**src/rtl/ram_port_arbiter.sv**
```systemverilog
// ram_port_arbiter: two-client round-robin arbiter sharing one registered-read single-port RAM
// Ports: clk/rst (sync, active-high); reqN_* valid/ready request channel (we, addr, wdata);
// rspN_valid/rspN_rdata one-cycle read response; ram_* drive/return for the external RAM.
module ram_port_arbiter #(
  parameter int ADDR_W = 6,
  parameter int DATA_W = 8
) (
  input  logic              clk,
  input  logic              rst,
  input  logic              req0_valid,
  output logic              req0_ready,
  input  logic              req0_we,
  input  logic [ADDR_W-1:0] req0_addr,
  input  logic [DATA_W-1:0] req0_wdata,
  output logic              rsp0_valid,
  output logic [DATA_W-1:0] rsp0_rdata,
  input  logic              req1_valid,
  output logic              req1_ready,
  input  logic              req1_we,
  input  logic [ADDR_W-1:0] req1_addr,
  input  logic [DATA_W-1:0] req1_wdata,
  output logic              rsp1_valid,
  output logic [DATA_W-1:0] rsp1_rdata,
  output logic              ram_we,
  output logic [ADDR_W-1:0] ram_waddr,
  output logic [ADDR_W-1:0] ram_raddr,
  output logic [DATA_W-1:0] ram_wdata,
  input  logic [DATA_W-1:0] ram_rdata
);
  logic prio, rsp_pend, rsp_id;
  logic gnt, gid, gwe;
  logic [ADDR_W-1:0] gaddr;
  always_comb begin
    gnt        = ~rst & (req0_valid | req1_valid);
    gid        = (req0_valid & req1_valid) ? prio : req1_valid;
    gwe        = gid ? req1_we : req0_we;
    gaddr      = gnt ? (gid ? req1_addr : req0_addr) : '0;
    req0_ready = gnt & ~gid;
    req1_ready = gnt & gid;
    ram_we     = gnt & gwe;
    ram_waddr  = gaddr;
    ram_raddr  = gaddr;
    ram_wdata  = gnt ? (gid ? req1_wdata : req0_wdata) : '0;
    // a response pending across the edge into reset is dropped, not delivered
    rsp0_valid = ~rst & rsp_pend & ~rsp_id;
    rsp1_valid = ~rst & rsp_pend & rsp_id;
    rsp0_rdata = rsp0_valid ? ram_rdata : '0;
    rsp1_rdata = rsp1_valid ? ram_rdata : '0;
  end
  always_ff @(posedge clk) begin
    if (rst) begin
      prio     <= 1'b0;
      rsp_pend <= 1'b0;
      rsp_id   <= 1'b0;
    end else if (gnt) begin
      prio     <= ~gid;
      rsp_pend <= ~gwe;
      rsp_id   <= gid;
    end else begin
      rsp_pend <= 1'b0;
    end
  end
endmodule

```
**config.mk**
```make
export PLATFORM = sky130hd
export DESIGN_NAME = ram_port_arbiter
export DESIGN_NICKNAME = d
export VERILOG_FILES = /design/src/rtl/ram_port_arbiter.sv
export SDC_FILE = /design/constraint.sdc
export NUM_CORES = 1
export LEC_CHECK = 0
export BUFFER_PORTS_ARGS = -buffer_cell sky130_fd_sc_hd__buf_4
export CAP_MARGIN = 20
export CORE_UTILIZATION = 26
export DETAILED_ROUTE_END_ITERATION = 8
export PLACE_DENSITY = 0.78
export SLEW_MARGIN = 20
export SYNTH_ARGS = -nofsm -noshare
export SYNTH_HDL_FRONTEND = slang
export SYNTH_SLANG_ARGS = --single-unit
```
**constraint.sdc**
```tcl
create_clock -name clk -period 1.25 [get_ports clk]
set_clock_uncertainty 0.2 [all_clocks]
set_input_delay 0.125 -clock clk [delete_from_list [all_inputs] [get_ports clk]]
set_output_delay 0.125 -clock clk [all_outputs]
set_load 0.005 [all_outputs]
```
==> flow_summary.yaml, run 1 <==
sta:
  timing.hold.ws_ps: 27.3
  min_period_ps: 1580
  worst_pin_slew_ps: 276
  fin_ws_ps: -325
  fmax_mhz: 635
  rsz0062_at_grt: "yes"
  slew_violations: 0
  finalSetupViolations: 41
  min_period_over_period_pct: 126
  hold_viol_final: 0
  relSlewSlack_pct: 81.6
hold_path:
  min_path_type: "input pin to flip-flop"
  hold_path_end: "rsp_id"
  hold_depth: 3
  hp-start: "req0_valid"
critical_path:
  crit_path_end_kind: "output pin"
  arrival_ps: 1250
  worstSetupStartpointType: "flip-flop"
  worstPathRequired_ps: 930
  rr_startpoint: "prio"
  critPathKind: "flip-flop to output pin"
  r2r-end: "rsp_pend"
  ff2ff_path_depth: 3
  worst-r2r-setup-slack_ps: 60
  crit_fanout: 14
place:
  pre_cts_slack_ps: -82.8
  gp_congestion: 0.743
  dp_hpwl_um: 1850
  port_buffers: 82
synthesis:
  ys_seq_elements: 3
  ys_types: 20
  avgSynthCellArea_um2: 7.17
  syn-num-nets: 121
  ys_warn_count: 0
  synth-main-ff-cell: "dfxtp_1"
  synth-edff-count: 0
  synthArstFlopShare_pct: 0
  ys_seq_area_share_pct: 10.6
  syn-cell-area_um2: 567
  syn_inst: 79
clock_tree:
  root_buffer: "clkbuf_4"
  worstSkewPairLatency_ps: 240
  cts.sinks: 3
  cts_made_buffers: 3
  cts_max_level: 1
  cts.path.max_buffers: 2
  cts_tree: "yes"
  clkSlewWorstSetupHoldPaths_ps: 40
detailed_routing:
  first_iter_violations: 10
  vias: 918
  via_per_inst: 4.91
  routed_wl_um: 2600
  drc: 0
  wl_per_cell_um: 13.9
  drtPass1Iterations: 4
  detail-route-antenna-nets: 0
die:
  dieArea_um2: 2370
  initial_utilization_pct: 28.3
  die_y_um: 48.7
  num_rows: 16
  core_area_um2: 2000
  die_w_um: 48.7
  ios: 83
pwr:
  power_frac_seq_pct: 16.8
  p_leak_nw: 0.681
  swShare_pct: 32.1
  total_power_mw: 0.667
  p_comb_share_pct: 56.7
  peakVddDrop_uv: 381
  power_switching_mw: 0.214
  pwr_density_cell_nw_per_um2: 496
  internal_power_mw: 0.453
  pwr-share-clk_pct: 26.6
global_routing:
  grt_max_degree: 21
  grt_usage_pct: 20.8
  grt_pass1_vias: 839
  grt_first_pass_wirelength_um: 3860
  overflow: 0
  grt_antenna_before_repair: 0
finish:
  multi_input_area_um2: 478
  register_area_um2: 66.3
  layout_common_cells: "77 x buf_4, 16 x nor2_1, 14 x a32oi_1, 11 x buf_6"
  final_core_utilization_pct: 67.3
  fillers: 163
  final_common_cell: "buf_4"
  diodes: 0
  area.growth.synth_to_final_pct: 138
  drive_above_1_share_pct: 71.3
  fin_nets: 203
outcome:
  status: "finished, violations left"
  violations: "negative setup slack"
run:
  cap_violations: 0
cell usage after synthesis, types with 2 or more instances:
master	n	area (µm²)
nor2_1	17	63.8
a32oi_1	15	131
and2_1	14	87.6
buf_4	6	45.0
buf_2	3	15.0
buf_6	3	33.8
dfxtp_1	3	60.1
nand2_1	3	11.3
a21oi_1	2	10.0
clkbuf_1	2	7.51
nand2b_1	2	12.5
power groups by stage:
stage	sequential, mW	combinational (mW)	clock [mW]
global placement	0.110	0.331	0
CTS	0.112	0.365	0.181
floorplan	0.110	0.152	0
detailed placement	0.111	0.339	0
finish	0.112	0.378	0.177
global route	0.113	0.405	0.195
how the worst max path moves through the flow:
stage,startpoint,to,slack (ps),cells after the start
finish,prio,ram_raddr[5],-330,5
CTS,prio,ram_raddr[5],-330,5
global placement,prio,ram_waddr[3],-30,4
detailed placement,prio,ram_raddr[1],-80,4
floorplan,prio,ram_waddr[3],-170,6
global route,prio,ram_raddr[4],-420,5
cells by family after synthesis:
kind of cell    count (synthesis)  synth area share [%]
buf+inv                        15                  20.5
compound gates                 19                  29.6
simple gates                   42                  39.3
flops                           3                  10.6
flip-flops by register name, summed over array words and instances, names as in the netlist:
signal / count
prio: 1
rsp_id: 1
rsp_pend: 1
critical path, cell delays in order, from the launching register on:
cell and delay (ps):
dfxtp_2 340, a21boi_4 160, buf_12 150, a32oi_1 50, nor2_1 160, buf_4 140
metrics by stage:
step / std cells / setup TNS [ps] / cell area, µm²
global route: 187 / -12670 / 1350
floorplan: 79 / -547 / 576
detailed placement: 179 / -975 / 1170
global placement: 179 / -483 / 1170
CTS: 186 / -9200 / 1280
finish: 187 / -9520 / 1350
repair_timing:
item | 4_1_cts | 5_1_grt
pin swaps | 12 | 2
endpoints found under the setup margin | 41 | 42
resized for setup | 16 | 18
endpoints found under the hold margin | 1 | 0
setup buffers | 1 | 3
hold buffers | 2 | 0
gates cloned | 1 | 0
per-layer routing:
metal / vias to the layer above / routed length, µm / GRT usage (%)
met5: - / 0 / 0
met4: 0 / 31 / 7.35
met3: 6 / 216 / 6.60
met2: 51 / 1440 / 39.4
met1: 414 / 913 / 21.1
li1: 447 / - / -
final cells by class:
| class | instances | share of cell area, % |
|---|---|---|
| clock buffer | 4 | 1.95 |
| multi-input combinational | 62 | 35.5 |
| sequential | 3 | 4.93 |
| tap | 27 | 2.51 |
| timing repair buffer | 91 | 55.1 |
Note: power is estimated with default switching activity, not from simulation.
==> inputs of run 2 (changes only) <==
--- a/config.mk
+++ b/config.mk
@@ -7,9 +7,12 @@
 export LEC_CHECK = 0
 export BUFFER_PORTS_ARGS = -buffer_cell sky130_fd_sc_hd__buf_4
 export CAP_MARGIN = 20
-export CORE_UTILIZATION = 26
+export CELL_PAD_IN_SITES_DETAIL_PLACEMENT = 1
+export CELL_PAD_IN_SITES_GLOBAL_PLACEMENT = 1
+export CORE_ASPECT_RATIO = 0.75
+export CORE_UTILIZATION = 15
 export DETAILED_ROUTE_END_ITERATION = 8
-export PLACE_DENSITY = 0.78
+export PLACE_DENSITY = 0.73
 export SLEW_MARGIN = 20
 export SYNTH_ARGS = -nofsm -noshare
 export SYNTH_HDL_FRONTEND = slang
==> run 2 against run 1 <==
Effect of this change:
- the run still ends with negative setup slack left
- non-clock buffer count grew 5
- final area rose by 5.1%
- maximum frequency grew 0.83%
- hold slack improved by 8.9 ps
- die area rose by 70%
- core utilization shrank 26 points
- combinational power is 2% higher
- setup slack better by 13 ps
- flip-flop and latch count unchanged
- count of clock-buffer cells in the layout unchanged
- power is 17% higher
- critical path type unchanged
==> flow_summary.yaml, run 2 (synthesized netlist as in run 1, its figures left out) <==
detailed_routing:
  wl_per_cell_um: 14.1
  wl_met2_um: 1670
  vias: 918
  via_per_inst: 4.27
  drtPass1Iterations: 4
  dr_wl_met3_um: 196
  drt-met1-wl_um: 1170
  first_iter_violations: 15
  detail-route-antenna-nets: 0
  drc: 0
  routed_wl_um: 3040
  dr.max_layer_used: "met3"
global_routing:
  grt_pass1_vias: 943
  overflow: 0
  grt_usage_pct: 14.4
  grt_antenna_before_repair: 0
  grt_first_pass_wirelength_um: 4580
  grt_max_degree: 18
pwr:
  peakVddDrop_uv: 278
  pwr-share-clk_pct: 36.2
  power_switching_mw: 0.222
  p_leak_nw: 0.703
  p_comb_share_pct: 49.5
  internal_power_mw: 0.560
  swShare_pct: 28.4
  pwr_density_cell_nw_per_um2: 553
  power_frac_seq_pct: 14.3
die:
  num_rows: 18
  core_area_um2: 3450
  die_w_um: 73.0
  initial_utilization_pct: 16.4
  ios: 83
  die_y_um: 55.2
  dieArea_um2: 4030
critical_path:
  cp-startpoint: "prio"
  worst-r2r-setup-slack_ps: 50
  arrival_ps: 1240
  rr_startpoint: "prio"
  r2r-end: "rsp_pend"
  critPathKind: "flip-flop to output pin"
  crit_path_end_kind: "output pin"
  endpoint: "ram_raddr[4]"
  crit_fanout: 5
  worstSetupStartpointType: "flip-flop"
  ff2ff_path_depth: 3
  worstPathRequired_ps: 930
outcome:
  violations: "negative setup slack"
  status: "finished, violations left"
finish:
  area.growth.synth_to_final_pct: 150
  fillers: 421
  diodes: 0
  drive_above_1_share_pct: 70.3
  layout_common_cells: "78 x buf_4, 17 x nor2_1, 15 x a32oi_1, 15 x buf_6, 8 x and2_4"
  fin_nets: 208
  largestRegisters: "prio x1, rsp_id x1, rsp_pend x1"
  final_core_utilization_pct: 41.1
  final_common_cell: "buf_4"
sta:
  min_period_over_period_pct: 125
  fmax_mhz: 640
  finalSetupViolations: 41
  relSlewSlack_pct: 79.5
  slew_violations: 0
  timing.hold.ws_ps: 36.2
  rsz0062_at_grt: "yes"
  min_period_ps: 1560
  hold_viol_final: 0
  worst_pin_slew_ps: 307
  fin_ws_ps: -312
clock_tree:
  clkSlewWorstSetupHoldPaths_ps: 30
  worstSkewPairLatency_ps: 210
  cts.path.max_buffers: 2
  cts.sinks: 3
  cts_max_level: 1
  cts_tree: "yes"
  cts_made_buffers: 3
  root_buffer: "clkbuf_8"
place:
  port_buffers: 82
  pre_cts_slack_ps: -99.7
  gp_congestion: 0.669
  dp_hpwl_um: 2270
run:
  cap_violations: 0
hold_path:
  min_path_type: "input pin to flip-flop"
run 2: power groups by stage:
stage	clock network, mW	registers, mW	logic [mW]
global route	0.305	0.113	0.419
CTS	0.293	0.112	0.368
finish	0.283	0.112	0.387
detailed placement	0	0.111	0.340
global placement	0	0.110	0.331
floorplan	0	0.110	0.152
run 2: per-layer routing:
layer | track usage, % | up-vias
li1 | - | 453
met3 | 3.10 | 0
met4 | 1.68 | 0
met2 | 28.2 | 43
met5 | 0 | -
met1 | 15.9 | 422
run 2: critical path, cell delays in order (launching register included):
cell and delay (ps):
dfxtp_2 330, a21boi_4 150, buf_6 140, a32oi_1 60, nor2_1 190, buf_4 150
run 2: repair_timing:
action / in CTS / in global routing
setup endpoints to repair: 41 / 43
gates resized for setup: 22 / 9
gates cloned: 1 / 0
pin swaps: 13 / 10
buffers inserted: 2 / 4
hold buffers: 2 / 0
endpoints found under the hold margin: 1 / 0
run 2: how the worst min path moves through the flow:
stage                    start       end  slack (ps)  depth (start not counted)
floorplan              req1_we  rsp_pend          30                          1
global placement       req1_we  rsp_pend         130                          2
detailed placement     req1_we  rsp_pend         130                          2
CTS                 req0_valid    rsp_id          40                          3
global route        req0_valid    rsp_id          80                          3
finish              req0_valid    rsp_id          40                          3
run 2: cell type report:
type / count / area [µm²] / area share (%)
Timing Repair Buffer: 96 / 795 / 56.1
Tap cell: 50 / 62.6 / 4.42
Clock buffer: 4 / 45.0 / 3.18
Sequential cell: 3 / 66.3 / 4.69
Multi-Input combinational cell: 62 / 447 / 31.6
run 2: through the flow:
| stage | std cells | instance area, µm² | power (mW) | TNS, ps |
|---|---|---|---|---|
| 3_3_place_gp | 202 | 1180 | 0.441 | -853 |
| 3_5_place_dp | 202 | 1180 | 0.451 | -1840 |
| 2_1_floorplan | 79 | 576 | 0.262 | -547 |
| 6_report | 215 | 1420 | 0.783 | -9710 |
| 4_1_cts | 211 | 1340 | 0.773 | -9270 |
| 5_1_grt | 215 | 1420 | 0.837 | -12470 |
